[src/rtl/data_uart_packetizer.sv]
// ----------------------------------------------------------------------------
// data_uart_packetizer
//
// Drains 16-bit capture words from the transfer FIFO read side and frames them
// into byte packets for a single-byte UART transmitter:
//
//   HEADER, {word[15:8], word[7:0]} x N, N[7:0], XOR checksum
//
// The checksum is the XOR of every byte after HEADER, including the count byte.
// A packet closes when MAX_WORDS words have been sent, when the FIFO stays
// empty for GAP_CYCLES cycles between words, or when a read is not answered by
// fifoValid in time. A timeout drops the word, sets the sticky timeoutErr and
// still emits a well-formed trailer, so a timeout on the first word yields
// HEADER 00 00.
//
// Ports
//   clk        slow system clock (shared with the transfer FIFO and the UART)
//   rst_n      asynchronous active-low reset; aborts any packet in flight
//   fifoReady  transfer FIFO not empty
//   fifoValid  fifoData valid, one cycle after fifoRead
//   fifoData   FIFO read data
//   fifoRead   FIFO read enable, one single-cycle pulse per word
//   txBusy     UART busy, rises the cycle after txStart
//   txStart    one-cycle request to send txData
//   txData     byte to send, stable while txStart is high
//   pktActive  high from the HEADER send until the checksum send
//   timeoutErr sticky read-timeout flag, cleared only by reset
// ----------------------------------------------------------------------------
module data_uart_packetizer #(
  parameter int         MAX_WORDS     = 64,
  parameter int         GAP_CYCLES    = 256,
  parameter int         VALID_TIMEOUT = 8,
  parameter logic [7:0] HEADER        = 8'hA5
) (
  input  logic        clk,
  input  logic        rst_n,
  input  logic        fifoReady,
  input  logic        fifoValid,
  input  logic [15:0] fifoData,
  output logic        fifoRead,
  input  logic        txBusy,
  output logic        txStart,
  output logic [7:0]  txData,
  output logic        pktActive,
  output logic        timeoutErr
);

  localparam int GAP_W = $clog2(GAP_CYCLES + 1);
  localparam int TMO_W = $clog2(VALID_TIMEOUT + 1);

  localparam logic [7:0]       MAX_W8   = 8'(MAX_WORDS);
  localparam logic [GAP_W-1:0] GAP_LAST = GAP_W'(GAP_CYCLES - 1);
  localparam logic [TMO_W-1:0] TMO_LAST = TMO_W'(VALID_TIMEOUT - 1);

  typedef enum logic [3:0] {
    IDLE,
    SEND_HDR,
    FETCH,
    WAIT_VALID,
    SEND_HI,
    SEND_LO,
    NEXT,
    SEND_CNT,
    SEND_CSUM
  } state_t;

  state_t           state;
  logic [7:0]       word_cnt;
  logic [7:0]       csum;
  logic [GAP_W-1:0] gap_cnt;
  logic [TMO_W-1:0] tmo_cnt;
  logic [15:0]      word_q;
  logic             can_send;

  // A byte may be issued only when the UART is idle and no request went out
  // last cycle: txBusy lags txStart by one cycle, so the txStart term is what
  // prevents a second pulse before the UART has reacted to the first.
  assign can_send = !txBusy && !txStart;

  always_ff @(posedge clk or negedge rst_n) begin
    if (!rst_n) begin
      state      <= IDLE;
      fifoRead   <= 1'b0;
      txStart    <= 1'b0;
      txData     <= '0;
      pktActive  <= 1'b0;
      timeoutErr <= 1'b0;
      word_cnt   <= '0;
      csum       <= '0;
      gap_cnt    <= '0;
      tmo_cnt    <= '0;
      word_q     <= '0;
    end else begin
      // Both strobes are single-cycle; they are raised only on the
      // transitions below.
      fifoRead <= 1'b0;
      txStart  <= 1'b0;

      case (state)
        IDLE: begin
          if (fifoReady) begin
            word_cnt <= '0;
            csum     <= '0;
            gap_cnt  <= '0;
            // Issue the header straight away when the UART is free so the
            // first byte leaves one cycle after fifoReady is seen.
            if (can_send) begin
              txStart   <= 1'b1;
              txData    <= HEADER;
              pktActive <= 1'b1;
              fifoRead  <= 1'b1;
              state     <= FETCH;
            end else begin
              state <= SEND_HDR;
            end
          end
        end

        SEND_HDR: begin
          // The FIFO cannot drain without our reads, so fifoReady seen in
          // IDLE still holds here and the fetch below is safe.
          if (can_send) begin
            txStart   <= 1'b1;
            txData    <= HEADER;
            pktActive <= 1'b1;
            fifoRead  <= 1'b1;
            state     <= FETCH;
          end
        end

        FETCH: begin
          // fifoRead is high during this state. tmo_cnt holds the number of
          // cycles elapsed since that pulse.
          tmo_cnt <= TMO_W'(1);
          state   <= WAIT_VALID;
        end

        WAIT_VALID: begin
          // fifoValid wins over an expiring timer in the same cycle.
          if (fifoValid) begin
            word_q   <= fifoData;
            word_cnt <= word_cnt + 8'd1;
            state    <= SEND_HI;
          end else if (tmo_cnt == TMO_LAST) begin
            timeoutErr <= 1'b1;
            state      <= SEND_CNT;
          end else begin
            tmo_cnt <= tmo_cnt + TMO_W'(1);
          end
        end

        SEND_HI: begin
          if (can_send) begin
            txStart <= 1'b1;
            txData  <= word_q[15:8];
            csum    <= csum ^ word_q[15:8];
            state   <= SEND_LO;
          end
        end

        SEND_LO: begin
          if (can_send) begin
            txStart <= 1'b1;
            txData  <= word_q[7:0];
            csum    <= csum ^ word_q[7:0];
            state   <= NEXT;
          end
        end

        NEXT: begin
          if (word_cnt == MAX_W8) begin
            state <= SEND_CNT;
          end else if (fifoReady) begin
            gap_cnt  <= '0;
            fifoRead <= 1'b1;
            state    <= FETCH;
          end else if (gap_cnt == GAP_LAST) begin
            state <= SEND_CNT;
          end else begin
            gap_cnt <= gap_cnt + GAP_W'(1);
          end
        end

        SEND_CNT: begin
          if (can_send) begin
            txStart <= 1'b1;
            txData  <= word_cnt;
            csum    <= csum ^ word_cnt;
            state   <= SEND_CSUM;
          end
        end

        SEND_CSUM: begin
          if (can_send) begin
            txStart   <= 1'b1;
            txData    <= csum;
            pktActive <= 1'b0;
            state     <= IDLE;
          end
        end

        default: state <= IDLE;
      endcase
    end
  end

endmodule

[config.mk]
export PLATFORM = sky130hd
export DESIGN_NAME = data_uart_packetizer
export DESIGN_NICKNAME = d
export VERILOG_FILES = /design/src/rtl/data_uart_packetizer.sv
export SDC_FILE = /design/constraint.sdc
export NUM_CORES = 1
export LEC_CHECK = 0
export CAP_MARGIN = 15
export CORE_UTILIZATION = 40
export CTS_BUF_LIST = sky130_fd_sc_hd__clkbuf_4 sky130_fd_sc_hd__clkbuf_8
export CTS_CLUSTER_SIZE = 8
export DETAILED_ROUTE_END_ITERATION = 10
export GPL_ROUTABILITY_DRIVEN = 0
export GPL_TIMING_DRIVEN = 0
export SETUP_SLACK_MARGIN = 0.4
export SYNTH_ARGS = -nofsm -noshare
export SYNTH_HDL_FRONTEND = slang
export SYNTH_SLANG_ARGS = --single-unit
[constraint.sdc]
create_clock -name clk -period 2.81 [get_ports clk]
set_input_delay 0.7025 -clock clk [delete_from_list [all_inputs] [get_ports clk]]
set_output_delay 0.7025 -clock clk [all_outputs]
set_load 0.02 [all_outputs]
==> impl_metrics.toml, run 1 <==
[timing]
holdWs_ns = 0.4420
max_freq_mhz = 430.4
rsz0062_at_grt = "yes"
slew_headroom = 0.4776
hold_viol_final = 0
slew_viol_final = 0
tightest_slew_ns = 0.7836
finClkSkew_ns = 0.009713
period_share = 0.8269
setup_viol_count_final = 0
period_minus_slack_ns = 2.324

[finish]
nets = 389
multi_input_area_um2 = 1645
drive_gt1_frac = 0.1821
nFillCells = 733
layout_common_cells = "61 x dfrtp_1, 35 x nor2_1, 30 x clkdlybuf4s50_1"
diodes = 0
syn_to_final_growth_pct = 20.49
seqCellArea_um2 = 1526
final_common_cell = "dfrtp_1"

[place]
place_hpwl_um = 5262
portBuffers = 31

[synthesis]
yosys_warnings = 0
synth_compound_area_frac = 0.1741
ys_seq_elements = 61
synthCells = 321
synthArstFlopShare = 1.000
syn_area_um2 = 3291
synth_edf_count = 0
synth.area.mux_share = 0.1076
synth_xor_area_frac = 0.01863
ys.flop_type = "dfrtp_1"
synth_nets = 347
ys_seq_area_frac = 0.4639
avgSynthCellArea_um2 = 10.25
yosysUniqueCellTypes = 60
synth-adder-area-share = 0.01901
yosys.area_share.simple = 0.1791
synth_top_family_by_area = "simple AND/OR/NAND/NOR gates"

[worst_setup_path]
critPathLaunchType = "input pin"
path_class = "input pin to register"
crit_path_end_kind = "register"
arrival_ns = 2.56
path_max_fanout = 9
crit_required_ns = 3.05

[clocking]
post_cts_buffers = 0
clockBufferDepth = 2
cts_buffers = 9
numClockSinks = 61
clk-insertion-delay-late_ns = 0.34
cts_root_buf = "clkbuf_8"
clk_pin_slew_worst_paths_ns = 0.08
cts_tree = "yes"
htreeDepth = 3

[floorplanning]
num_io_pins = 33
die-area_um2 = 8593
die_h_um = 92.70
die_x_um = 92.70
start_util = 0.4193
coreArea_um2 = 7848
rows = 32

[power_and_ir_drop]
peakVddDrop_uv = 418.6
powerDensity_nw_per_um2 = 1058
p_total_mw = 4.194
power.leakage_nw = 1.706

[worst_hold_path]
hold_class = "input pin to async pin"

[job]
maxCapViolCount = 0

[global_routing]
grt_max_degree = 62
antenna_found_initial = 0
grt_overflow = 0
track_usage = 0.1948
grt_pass1_vias = 2529
grt_pass1_wl_um = 12810

[detailed_routing]
wl_per_cell_um = 15.99
drtPass1Iterations = 4
vias = 2596
drc = 0
via_per_inst = 5.523
wirelength_um = 7516
ant_nets = 0
drt_iter0_markers = 115

[run_status]
outcome = "complete, no violations"
-- final timing paths --
check                                         endpoint  cells past startpoint              startpoint  slack (ns)
worst max-delay path            gap_cnt[7]$_DFFE_PN0P_                      7               fifoReady        0.49
worst min-delay path             txData[4]$_DFFE_PN0P_                      1                   rst_n        0.44
worst max register to register    state[1]$_DFFE_PN0P_                     10  gap_cnt[0]$_DFFE_PN0P_        0.55
worst min register to register  timeoutErr$_DFFE_PN0P_                      1  timeoutErr$_DFFE_PN0P_        0.46
max in group asynchronous        word_q[2]$_DFFE_PN0P_                      1                   rst_n        1.85
min in group clk                timeoutErr$_DFFE_PN0P_                      1  timeoutErr$_DFFE_PN0P_        0.46
-- report_power, final --
group	switching [mW]	internal [mW]
registers	0.243	1.20
clock network	0.360	0.547
logic	1.03	0.816
-- critical path: stages --
cell and delay, ns:
clkdlybuf4s50_1 0.55, or3b_1 0.42, nor2_2 0.31, a21o_1 0.12, buf_2 0.19, o21ai_1 0.09
a22o_1 0.17
-- Yosys cell counts (3+ instances only) --
cell / instances / area share
dfrtp_1: 61 / 0.46
nor2_1: 36 / 0.041
nand2_1: 24 / 0.027
mux2_2: 18 / 0.062
o21ai_0: 15 / 0.023
mux2i_1: 14 / 0.043
a21oi_1: 12 / 0.018
buf_2: 9 / 0.014
nand3_1: 9 / 0.014
inv_1: 7 / 0.0080
xor2_1: 7 / 0.019
a211oi_1: 6 / 0.014
nand4_1: 6 / 0.011
a22o_1: 5 / 0.013
a31oi_1: 5 / 0.0095
and3_1: 5 / 0.0095
ha_1: 5 / 0.019
nor3_1: 5 / 0.0076
a211oi_2: 4 / 0.015
a21o_1: 4 / 0.0091
clkbuf_1: 4 / 0.0046
nor2b_1: 4 / 0.0076
nand2b_1: 3 / 0.0057
o22a_1: 3 / 0.0080
o22ai_1: 3 / 0.0057
o41ai_1: 3 / 0.0080
or3_1: 3 / 0.0057
-- flip-flops by register name, indices dropped and copies added, names as in the netlist --
name        flops
txStart         1
gap_cnt         9
csum            8
word_q         16
word_cnt        8
txData          8
pktActive       1
tmo_cnt         4
state           4
timeoutErr      1
fifoRead        1
-- layer usage --
| layer | vias to the layer above | wire length (µm) | track usage |
|---|---|---|---|
| met5 | - | 0 | 0 |
| met4 | 0 | 134 | 0.06923 |
| met2 | 67 | 3330 | 0.2858 |
| met1 | 1256 | 3746 | 0.2754 |
| li1 | 1261 | - | - |
| met3 | 12 | 303 | 0.05255 |
-- layout make-up --
| cell class | count | share of cell area |
|---|---|---|
| plain buffers | 17 | 0.02461 |
| clock buffers | 11 | 0.03818 |
| clock inverters | 5 | 0.02083 |
| inverters | 7 | 0.006627 |
| multi-input cells | 236 | 0.4150 |
| flip-flops and latches | 61 | 0.3850 |
| well taps | 102 | 0.03219 |
| repair buffers | 31 | 0.07763 |
-- logic make-up after synthesis --
group / after synthesis
AOI/OAI and AO/OA: 79
xor gates and xnor gates: 7
adders and majority gates: 5
buffers and inverters: 24
DFF: 61
muxes: 33
and+or+nand+nor: 112
-- repair_timing --
action / 4_1_cts / 5_1_grt
setup endpoints to repair: 0 / 3
endpoints found under the hold margin: 0 / 0
hold buffers: 0 / 0
gates resized for setup: 0 / 2
-- metrics by stage --
stage / instances / utilization / setup TNS [ns] / worst slack, ns / instance area [µm²]
after floorplan: 321 / - / 0 / 0.7536 / 3291
after global placement: 454 / 0.4751 / -62.93 / -1.035 / 3729
after detailed placement: 454 / 0.4748 / 0 / 0.1548 / 3726
after CTS: 470 / 0.5046 / 0 / 0.4712 / 3960
after global routing: 470 / 0.5053 / 0 / 0.3854 / 3965
final: 470 / 0.5053 / 0 / 0.4864 / 3965
No activity file was read; power rests on OpenSTA's default activity.
==> run 2, diff against run 1 <==
- clock period: 2.81 -> 2.1 ns (I/O delays scaled with it)
==> run 2 against run 1 <==
Net effect:
- register-to-register slack got worse by 0.38 ns
- combinational power rose by 79%
- critical path depth increased by 3
- global-route usage grew 1.6 points
- sequential share of layout area down 5.2 points
- sequential cell count is the same
- clock skew is 0.00058 ns higher
- clock power increased by 33%
- wire length up 13%
- sequential power is 35% higher
- critical endpoint is now state[0]$_DFFE_PN0P_
==> impl_metrics.toml, run 2 (synthesis results as in run 1) <==
[run_status]
outcome = "complete, no violations"

[finish]
final_common_cell = "dfrtp_1"
nets = 429
largest_reg_flops = 16
drive_gt1_frac = 0.3652
layout_common_cells = "58 x dfrtp_1, 39 x buf_4, 31 x nor2_1"
diodes = 0
stdcell_count = 510
largest_register = "word_q"
top_regs = "word_q x16, gap_cnt x9"
fin_area_um2 = 4589
syn_to_final_growth_pct = 39.47

[floorplanning]
die_x_um = 92.70
coreArea_um2 = 7848
start_util = 0.4193
die-area_um2 = 8593
num_io_pins = 33
rows = 32
die_h_um = 92.70

[timing]
setup_tns_ns = 0
finClkSkew_ns = 0.01030
max_freq_mhz = 518.1
hold_viol_final = 0
slew_headroom = 0.4794
period_minus_slack_ns = 1.930
slew_viol_final = 0
setup_viol_count_final = 0
tightest_slew_ns = 0.7810
period_share = 0.9192
rsz0062_at_grt = "yes"

[power_and_ir_drop]
switching_share = 0.3872
pwr-share-seq = 0.302
powerDensity_nw_per_um2 = 1411
power.leakage_nw = 2.030
p_total_mw = 6.475
peakVddDrop_uv = 623.4
power.share.clock = 0.187
comb_power_share = 0.512
p_switching_mw = 2.507
power.internal_mw = 3.968

[detailed_routing]
wl_per_cell_um = 16.69
drc = 0
wirelength_um = 8514
drtPass1Iterations = 4
via_per_inst = 5.478
vias = 2794
ant_nets = 0
drt_iter0_markers = 122

[place]
postPlaceCellArea_um2 = 3790
place_inst = 454
place_hpwl_um = 5440
portBuffers = 31

[global_routing]
track_usage = 0.2103
grt.busiest_layer = "met2"
grt_overflow = 0
grt_pass1_wl_um = 13850
use_met3 = 0.04926
use_met1 = 0.2851
grt_pass1_vias = 2720
grt_max_degree = 62
met2_usage = 0.3253
antenna_found_initial = 0

[clocking]
clockBufferDepth = 2
numClockSinks = 61
htreeDepth = 3
cts_tree = "yes"
cts_root_buf = "clkbuf_8"
clk_pin_slew_worst_paths_ns = 0.07
hold_buffers = 0
cts_buffers = 9
clk-insertion-delay-late_ns = 0.35

[worst_setup_path]
arrival_ns = 2.16
cp_cell_sequence = "ha_4 > and3_4 > nand3_2 > inv_2 > and3_4 > ha_4 > nor2_4 > nand2_2 > o211ai_4 > mux2_4"
slowest_delay_ns = 0.41
crit_path_end_kind = "register"
path_max_fanout = 3
critPathLaunchType = "register"
path_class = "register to register"
r2r_cells = 10
cp_slowest_cell = "dfrtp_1"
crit_required_ns = 2.33

[job]
maxCapViolCount = 0

[worst_hold_path]
hold_class = "input pin to async pin"
## run 2: metrics by stage
stage / utilization / setup WS [ns] / hold WS, ns
after floorplan: - / 0.1803 / 0.2294
after global placement: 0.4833 / -1.538 / 0.4394
after detailed placement: 0.4829 / -0.4840 / 0.4467
after CTS: 0.5442 / 0.1797 / 0.2828
after global routing: 0.5848 / 0.08489 / 0.3166
final: 0.5848 / 0.1697 / 0.2621
## run 2: area by class of cell
class                           count  area (µm²)
Clock inverter                      4       70.07
Multi-Input combinational cell    236        1898
Inverter                            7       26.28
Sequential cell                    61        1530
Timing Repair Buffer               71       611.8
Buffer                             17       166.4
Clock buffer                       12       158.9
Tap cell                          102       127.6
Fill cell                         697        3258
## run 2: timing repair
item | 4_1_cts | 5_1_grt
pin swaps | 16 | 15
gates resized for setup | 49 | 38
endpoints found under the setup margin | 60 | 42
gates cloned | 1 | 1
buffers inserted | 17 | 21
## run 2: routing by layer
metal | share of wire | vias to the layer above
li1 | - | 1337
met1 | 0.46 | 1384
met2 | 0.49 | 61
met3 | 0.034 | 12
met4 | 0.017 | 0
met5 | 0 | -
## run 2: final timing paths
path | end | from | slack, ns
setup / recovery | state[0]$_DFFE_PN0P_ | gap_cnt[0]$_DFFE_PN0P_ | 0.17
hold / removal | gap_cnt[2]$_DFFE_PN0P_ | rst_n | 0.26
setup reg to reg | state[0]$_DFFE_PN0P_ | gap_cnt[0]$_DFFE_PN0P_ | 0.17
hold reg to reg | timeoutErr$_DFFE_PN0P_ | timeoutErr$_DFFE_PN0P_ | 0.46
max in group asynchronous | word_cnt[1]$_DFFE_PN0P_ | rst_n | 1.27
min in group clk | timeoutErr$_DFFE_PN0P_ | timeoutErr$_DFFE_PN0P_ | 0.46
## run 2: power by group through the flow
stage / Sequential (mW) / Clock (mW) / Combinational, mW
finish: 1.95 / 1.21 / 3.31
floorplan: 1.97 / 0 / 1.77
CTS: 1.92 / 1.24 / 2.91
global placement: 1.94 / 0 / 2.52
global route: 2.01 / 1.29 / 3.57
detailed placement: 1.96 / 0 / 2.55
## run 2: worst max-delay path: cells and delay by family, from the launching register on
family	cells	cell delay (ns)
simple gates	5	0.59
flops	1	0.41
buf+inv	1	0.04
mux	1	0.32
compound gates	1	0.11
fa+ha+maj	2	0.34
==> edit 1: new RTL, flow settings as in run 1 <==
Re-encode `state_t` (9 states) as one-hot, 9 bits wide.
--- a/src/rtl/data_uart_packetizer.sv
+++ b/src/rtl/data_uart_packetizer.sv
@@ -52,16 +52,16 @@
   localparam logic [GAP_W-1:0] GAP_LAST = GAP_W'(GAP_CYCLES - 1);
   localparam logic [TMO_W-1:0] TMO_LAST = TMO_W'(VALID_TIMEOUT - 1);
 
-  typedef enum logic [3:0] {
-    IDLE,
-    SEND_HDR,
-    FETCH,
-    WAIT_VALID,
-    SEND_HI,
-    SEND_LO,
-    NEXT,
-    SEND_CNT,
-    SEND_CSUM
+  typedef enum logic [8:0] {
+    IDLE       = 9'b000000001,
+    SEND_HDR   = 9'b000000010,
+    FETCH      = 9'b000000100,
+    WAIT_VALID = 9'b000001000,
+    SEND_HI    = 9'b000010000,
+    SEND_LO    = 9'b000100000,
+    NEXT       = 9'b001000000,
+    SEND_CNT   = 9'b010000000,
+    SEND_CSUM  = 9'b100000000
   } state_t;
 
   state_t           state;
Function: no difference found for any inputs over 10 cycles, from zero or initial values and one cycle with rst_n low; not proved beyond that.
==> edit 1 against run 1 <==
- clock power up 0.8%
- area after synthesis up 14%
- routed wire length up 30%
- sequential cell count up 5
- cell area up 20%
- power up 2.0%
- clock skew down 0.0013 ns
- non-clock buffer count up 26
- worst setup slack worse by 0.048 ns
==> edit 1: results (changes against run 1) <==
\begin{tabular}{lr}
\hline
Metric & Value \\
\hline
\multicolumn{2}{l}{\textbf{Routing}} \\
WL final & 9.75 mm (+30\%) \\
Number of detailed-routing iterations run before antenna repair & 6 (+2) \\
Via count & 3348 (+29\%) \\
Initial DRC count & 181 (+57\%) \\
\multicolumn{2}{l}{\textbf{Pwr}} \\
P\_sw & 1680 uW (+2.7\%) \\
Maximum ir drop on the vdd rail & 0.000340 V (-19\%) \\
Cell leakage power & 0.00210 uW (+23\%) \\
\multicolumn{2}{l}{\textbf{Timing}} \\
Worst setup skew after layout & 0.00838 ns (-0.00133 ns) \\
Slew HR & 43.1\% (-4.6 points) \\
\multicolumn{2}{l}{\textbf{Global routing}} \\
Vias in the first global route & 3168 (+25\%) \\
Met2 global-route usage & 33.6\% (+5.0 points) \\
Maximum number of pins on one net before global-route repair & 67 (+8.1\%) \\
Grt met1 use & 28.6\% (+1.1 points) \\
GRT Resource Usage Total & 21.4\% (+1.9 points) \\
Met3 global-route usage & 3.97\% (-1.3 points) \\
Wire length of the first global-routing pass & 16.2 mm (+27\%) \\
\multicolumn{2}{l}{\textbf{Worst setup path}} \\
Minimum setup slack among reg-to-reg paths & 0.44 ns (-0.11 ns) \\
Count of cells along the worst register-to-register path & 7 (-3) \\
Worst-path fanout max & 10 (+1) \\
Critical path arrival & 2.61 ns (+0.05 ns) \\
Terminus of the critical flop-to-flop path & csum[4] \\
Launching element of the worst setup path & state[5] \\
\multicolumn{2}{l}{\textbf{Synth}} \\
Ys flop type & sky130\_fd\_sc\_hd\_\_dfrtp\_1 \\
Post-synthesis sequential area ratio & 44.0\% (-2.4 points) \\
Count of different cell masters after synthesis & 68 (+13\%) \\
Area contributors post-synth & sky130\_fd\_sc\_hd\_\_dfrtp\_1, sky130\_fd\_sc\_hd\_\_nand2\_1, sky130\_fd\_sc\_hd\_\_o31ai\_1 \\
Synth Net Count & 420 (+21\%) \\
Commonest cells in the netlist & sky130\_fd\_sc\_hd\_\_nand2\_1, sky130\_fd\_sc\_hd\_\_dfrtp\_1, sky130\_fd\_sc\_hd\_\_nor2\_1 \\
\multicolumn{2}{l}{\textbf{Layout}} \\
Number of nets in the layout & 480 (+23\%) \\
Fill cell total of the finished layout & 816 (+11\%) \\
Fraction of layout instances using a drive strength above 1 & 22.9\% (+4.7 points) \\
Registers with the highest flip-flop counts & word\_q (16), gap\_cnt (9), state (9) \\
\multicolumn{2}{l}{\textbf{Clocking}} \\
Clock latency at the later pin of the worst-skew pair & 0.35 ns \\
Cts bufs inserted & 9 (unchanged) \\
\multicolumn{2}{l}{\textbf{Place}} \\
Detailed placer's ending HPWL & 6.66 mm (+27\%) \\
Total placed instance area & 0.00420 mm\^{}2 (+13\%) \\
Count of port buffers added during placement & 31 (unchanged) \\
\multicolumn{2}{l}{\textbf{Run status}} \\
Result of the run & completed \\
\hline
\end{tabular}
[edit 1: kinds of logic after synthesis]
family | after synthesis | synth area share (%)
mux | 7 | 2.03
buf+inv | 39 | 5.93
simple gates | 166 | 24.0
fa+ha+maj | 5 | 1.67
xor+xnor | 9 | 2.10
compound gates | 102 | 20.3
flops | 66 | 44.0
[edit 1: cell type report]
class | count | area [um^2] | area share, %
clock inverters | 5 | 77.6 | 1.62
flip-flops and latches | 66 | 1660 | 34.7
multi-input cells | 289 | 2070 | 43.4
plain buffers | 25 | 191 | 4.01
clock buffers | 11 | 145 | 3.04
well taps | 108 | 135 | 2.83
inverters | 14 | 52.6 | 1.10
repair buffers | 49 | 443 | 9.28
[edit 1: worst max-delay path, cell delays in order (launching register included)]
cell	delay, ns
sky130_fd_sc_hd__dfrtp_2	0.44
sky130_fd_sc_hd__or4_4	0.54
sky130_fd_sc_hd__buf_6	0.16
sky130_fd_sc_hd__nor4_2	0.31
sky130_fd_sc_hd__a211o_1	0.22
sky130_fd_sc_hd__buf_4	0.21
sky130_fd_sc_hd__nor2_1	0.09
sky130_fd_sc_hd__a221o_1	0.29
[edit 1: worst max-delay path by stage]
stage | end | slack (ns) | cells past startpoint
final | csum[4] | 0.44 | 7
after global routing | csum[4] | 0.35 | 8
after CTS | gap_cnt[1] | 0.32 | 6
after detailed placement | txData[6] | 0.11 | 6
after global placement | txData[3] | -1.34 | 1
after floorplan | gap_cnt[4] | 0.49 | 9
[edit 1: stage by stage]
stage | std cells | hold slack (ns) | worst slack, ns
2_1_floorplan | 394 | 0.407 | 0.494
4_1_cts | 560 | 0.464 | 0.318
6_report | 567 | 0.444 | 0.439
3_5_place_dp | 533 | 0.447 | 0.110
5_1_grt | 567 | 0.488 | 0.353
3_3_place_gp | 533 | 0.444 | -1.34
[edit 1: metal layers]
metal  wire (um)  vias up  share of wire [%]
met1        4360     1631                 45
li1            -     1580                  -
met5           0        -                  0
met2        4530      110                 46
met4         338        0                3.5
met3         525       27                5.4
[edit 1: what timing repair did]
| action | 4_1_cts | 5_1_grt |
|---|---|---|
| pin swaps | 6 | 6 |
| gates resized for setup | 21 | 31 |
| endpoints found under the hold margin | 0 | 0 |
| cloned | 0 | 0 |
| buffers inserted | 11 | 7 |
| setup endpoints to repair | 26 | 26 |
[edit 1: power by group through the flow]
stage                     Sequential [uW]  Combinational, uW  Clock, uW
after floorplan                      1430               1100          0
after global placement               1440               1570          0
after detailed placement             1450               1580          0
after CTS                            1430               1760        927
after global routing                 1460               2110        966
final                                1430               1940        914
==> edit 2: new RTL, settings of run 1 <==
Without the edit above. Change the parameter `VALID_TIMEOUT` from 8 to 16.
--- a/src/rtl/data_uart_packetizer.sv
+++ b/src/rtl/data_uart_packetizer.sv
@@ -29,7 +29,7 @@
 module data_uart_packetizer #(
   parameter int         MAX_WORDS     = 64,
   parameter int         GAP_CYCLES    = 256,
-  parameter int         VALID_TIMEOUT = 8,
+  parameter int         VALID_TIMEOUT = 16,
   parameter logic [7:0] HEADER        = 8'hA5
 ) (
   input  logic        clk,
Check against the original RTL: not equivalent (Yosys sat finds a counterexample within 10 cycles, from zero or initial values and one cycle with rst_n low).
==> edit 2 against run 1 <==
- worst setup slack better by 0.017 ns
- worst hold slack got worse by 0.0043 ns
- sequential cell count rose by 1
- count of clock-buffer cells in the layout is 1 lower
- cell area down 0.91%
- combinational power decreased by 9%
- routed wire length rose by 1.9%
- clock power shrank 2%
- non-clock buffer count decreased by 1
- critical path depth up 2
- power decreased by 3.3%
- area after synthesis decreased by 0.57%
- largest power group unchanged
==> edit 2: results (changes against run 1) <==
\begin{tabular}{lr}
\hline
Metric & Value \\
\hline
\multicolumn{2}{l}{\textbf{Run status}} \\
Result of the run & completed \\
\multicolumn{2}{l}{\textbf{Pwr}} \\
Power in combinational cells & 1690 uW (-9\%) \\
Maximum ir drop on the vdd rail & 0.000347 V (-17\%) \\
Relative contribution of the clock network to total power & 21.9\% (+0.3 points) \\
\multicolumn{2}{l}{\textbf{Place}} \\
Detailed placer's ending HPWL & 5.28 mm (+0.29\%) \\
Pre-CTS setup slack & 0.139 ns (-0.0161 ns) \\
Number of placed instances with taps included & 462 (+1.8\%) \\
Total placed instance area & 0.00370 mm\^{}2 (-0.77\%) \\
\multicolumn{2}{l}{\textbf{Layout}} \\
Register fraction of the total cell area & 39.5\% (+0.99 points) \\
Multi-input combinational cell count & 244 (+3.4\%) \\
Number of clock buffers in the layout & 10 (-1) \\
Fill cell total of the finished layout & 759 (+3.5\%) \\
Bufs w/o clock & 47 (-2.1\%) \\
Fraction of area in multi-input gates & 41.3\% (-0.19 points) \\
\multicolumn{2}{l}{\textbf{Routing}} \\
Number of detailed-routing iterations run before antenna repair & 5 (+1) \\
WL final & 7.66 mm (+1.9\%) \\
WL met1 & 3.63 mm (-3.0\%) \\
Met3 Routed Length & 507 um (+67\%) \\
WL/cell & 16.0 um (+0.22\%) \\
\multicolumn{2}{l}{\textbf{Global routing}} \\
Vias in the first global route & 2543 (+0.55\%) \\
Met3 global-route usage & 5.09\% (-0.16 points) \\
Maximum number of pins on one net before global-route repair & 63 (+1.6\%) \\
Grt met1 use & 26.9\% (-0.68 points) \\
GRT Resource Usage Total & 19.6\% (+0.13 points) \\
\multicolumn{2}{l}{\textbf{Worst setup path}} \\
Critical path arrival & 2.54 ns (-0.02 ns) \\
CP max-delay cell & sky130\_fd\_sc\_hd\_\_dfrtp\_1 \\
Largest delay contributor family on the critical path & simple AND/OR/NAND/NOR gates \\
Critical Setup Path Class & flip-flop to flip-flop \\
\multicolumn{2}{l}{\textbf{Synth}} \\
Commonest cells in the netlist & sky130\_fd\_sc\_hd\_\_dfrtp\_1, sky130\_fd\_sc\_hd\_\_nor2\_1, sky130\_fd\_sc\_hd\_\_nand2\_1 \\
Avg Synthesized Cell Area & 9.91 um\^{}2 (-3.3\%) \\
Area contributors post-synth & sky130\_fd\_sc\_hd\_\_dfrtp\_1, sky130\_fd\_sc\_hd\_\_mux2\_2, sky130\_fd\_sc\_hd\_\_nor2\_1 \\
Synth Net Count & 357 (+2.9\%) \\
Count of different cell masters after synthesis & 49 (-18\%) \\
Post-synthesis sequential area ratio & 47.4\% (+1.0 points) \\
\multicolumn{2}{l}{\textbf{Timing}} \\
Tightest Pin Transition & 0.780 ns (-0.00365 ns) \\
\hline
\end{tabular}
[edit 2: changes by cell type after synthesis, sizes merged, moves of 3 or more]
cell	delta
and3	+3
nor2	+5
mux2i	-4
o21ai	+7
nand3	-3
a31oi	-4
a21oi	+5
o22ai	+3
[edit 2: path summary, 6_finish.rpt]
check                      slack [ns]  cells after the start          to       start
min in group clk                 0.46                      1  timeoutErr  timeoutErr
hold reg to reg                  0.46                      1  timeoutErr  timeoutErr
setup reg to reg                 0.50                      9  gap_cnt[7]  gap_cnt[0]
hold / removal                   0.44                      1   word_q[6]       rst_n
setup / recovery                 0.50                      9  gap_cnt[7]  gap_cnt[0]
max in group asynchronous        1.86                      1   pktActive       rst_n
[edit 2: kinds of logic after synthesis]
group / Yosys count / share of synthesized area [%]
AOI/OAI and AO/OA: 91 / 18.5
buffers and inverters: 24 / 3.25
muxes: 27 / 8.91
xor gates and xnor gates: 8 / 2.14
DFF: 62 / 47.4
and+or+nand+nor: 112 / 17.5
adders and majority gates: 6 / 2.29
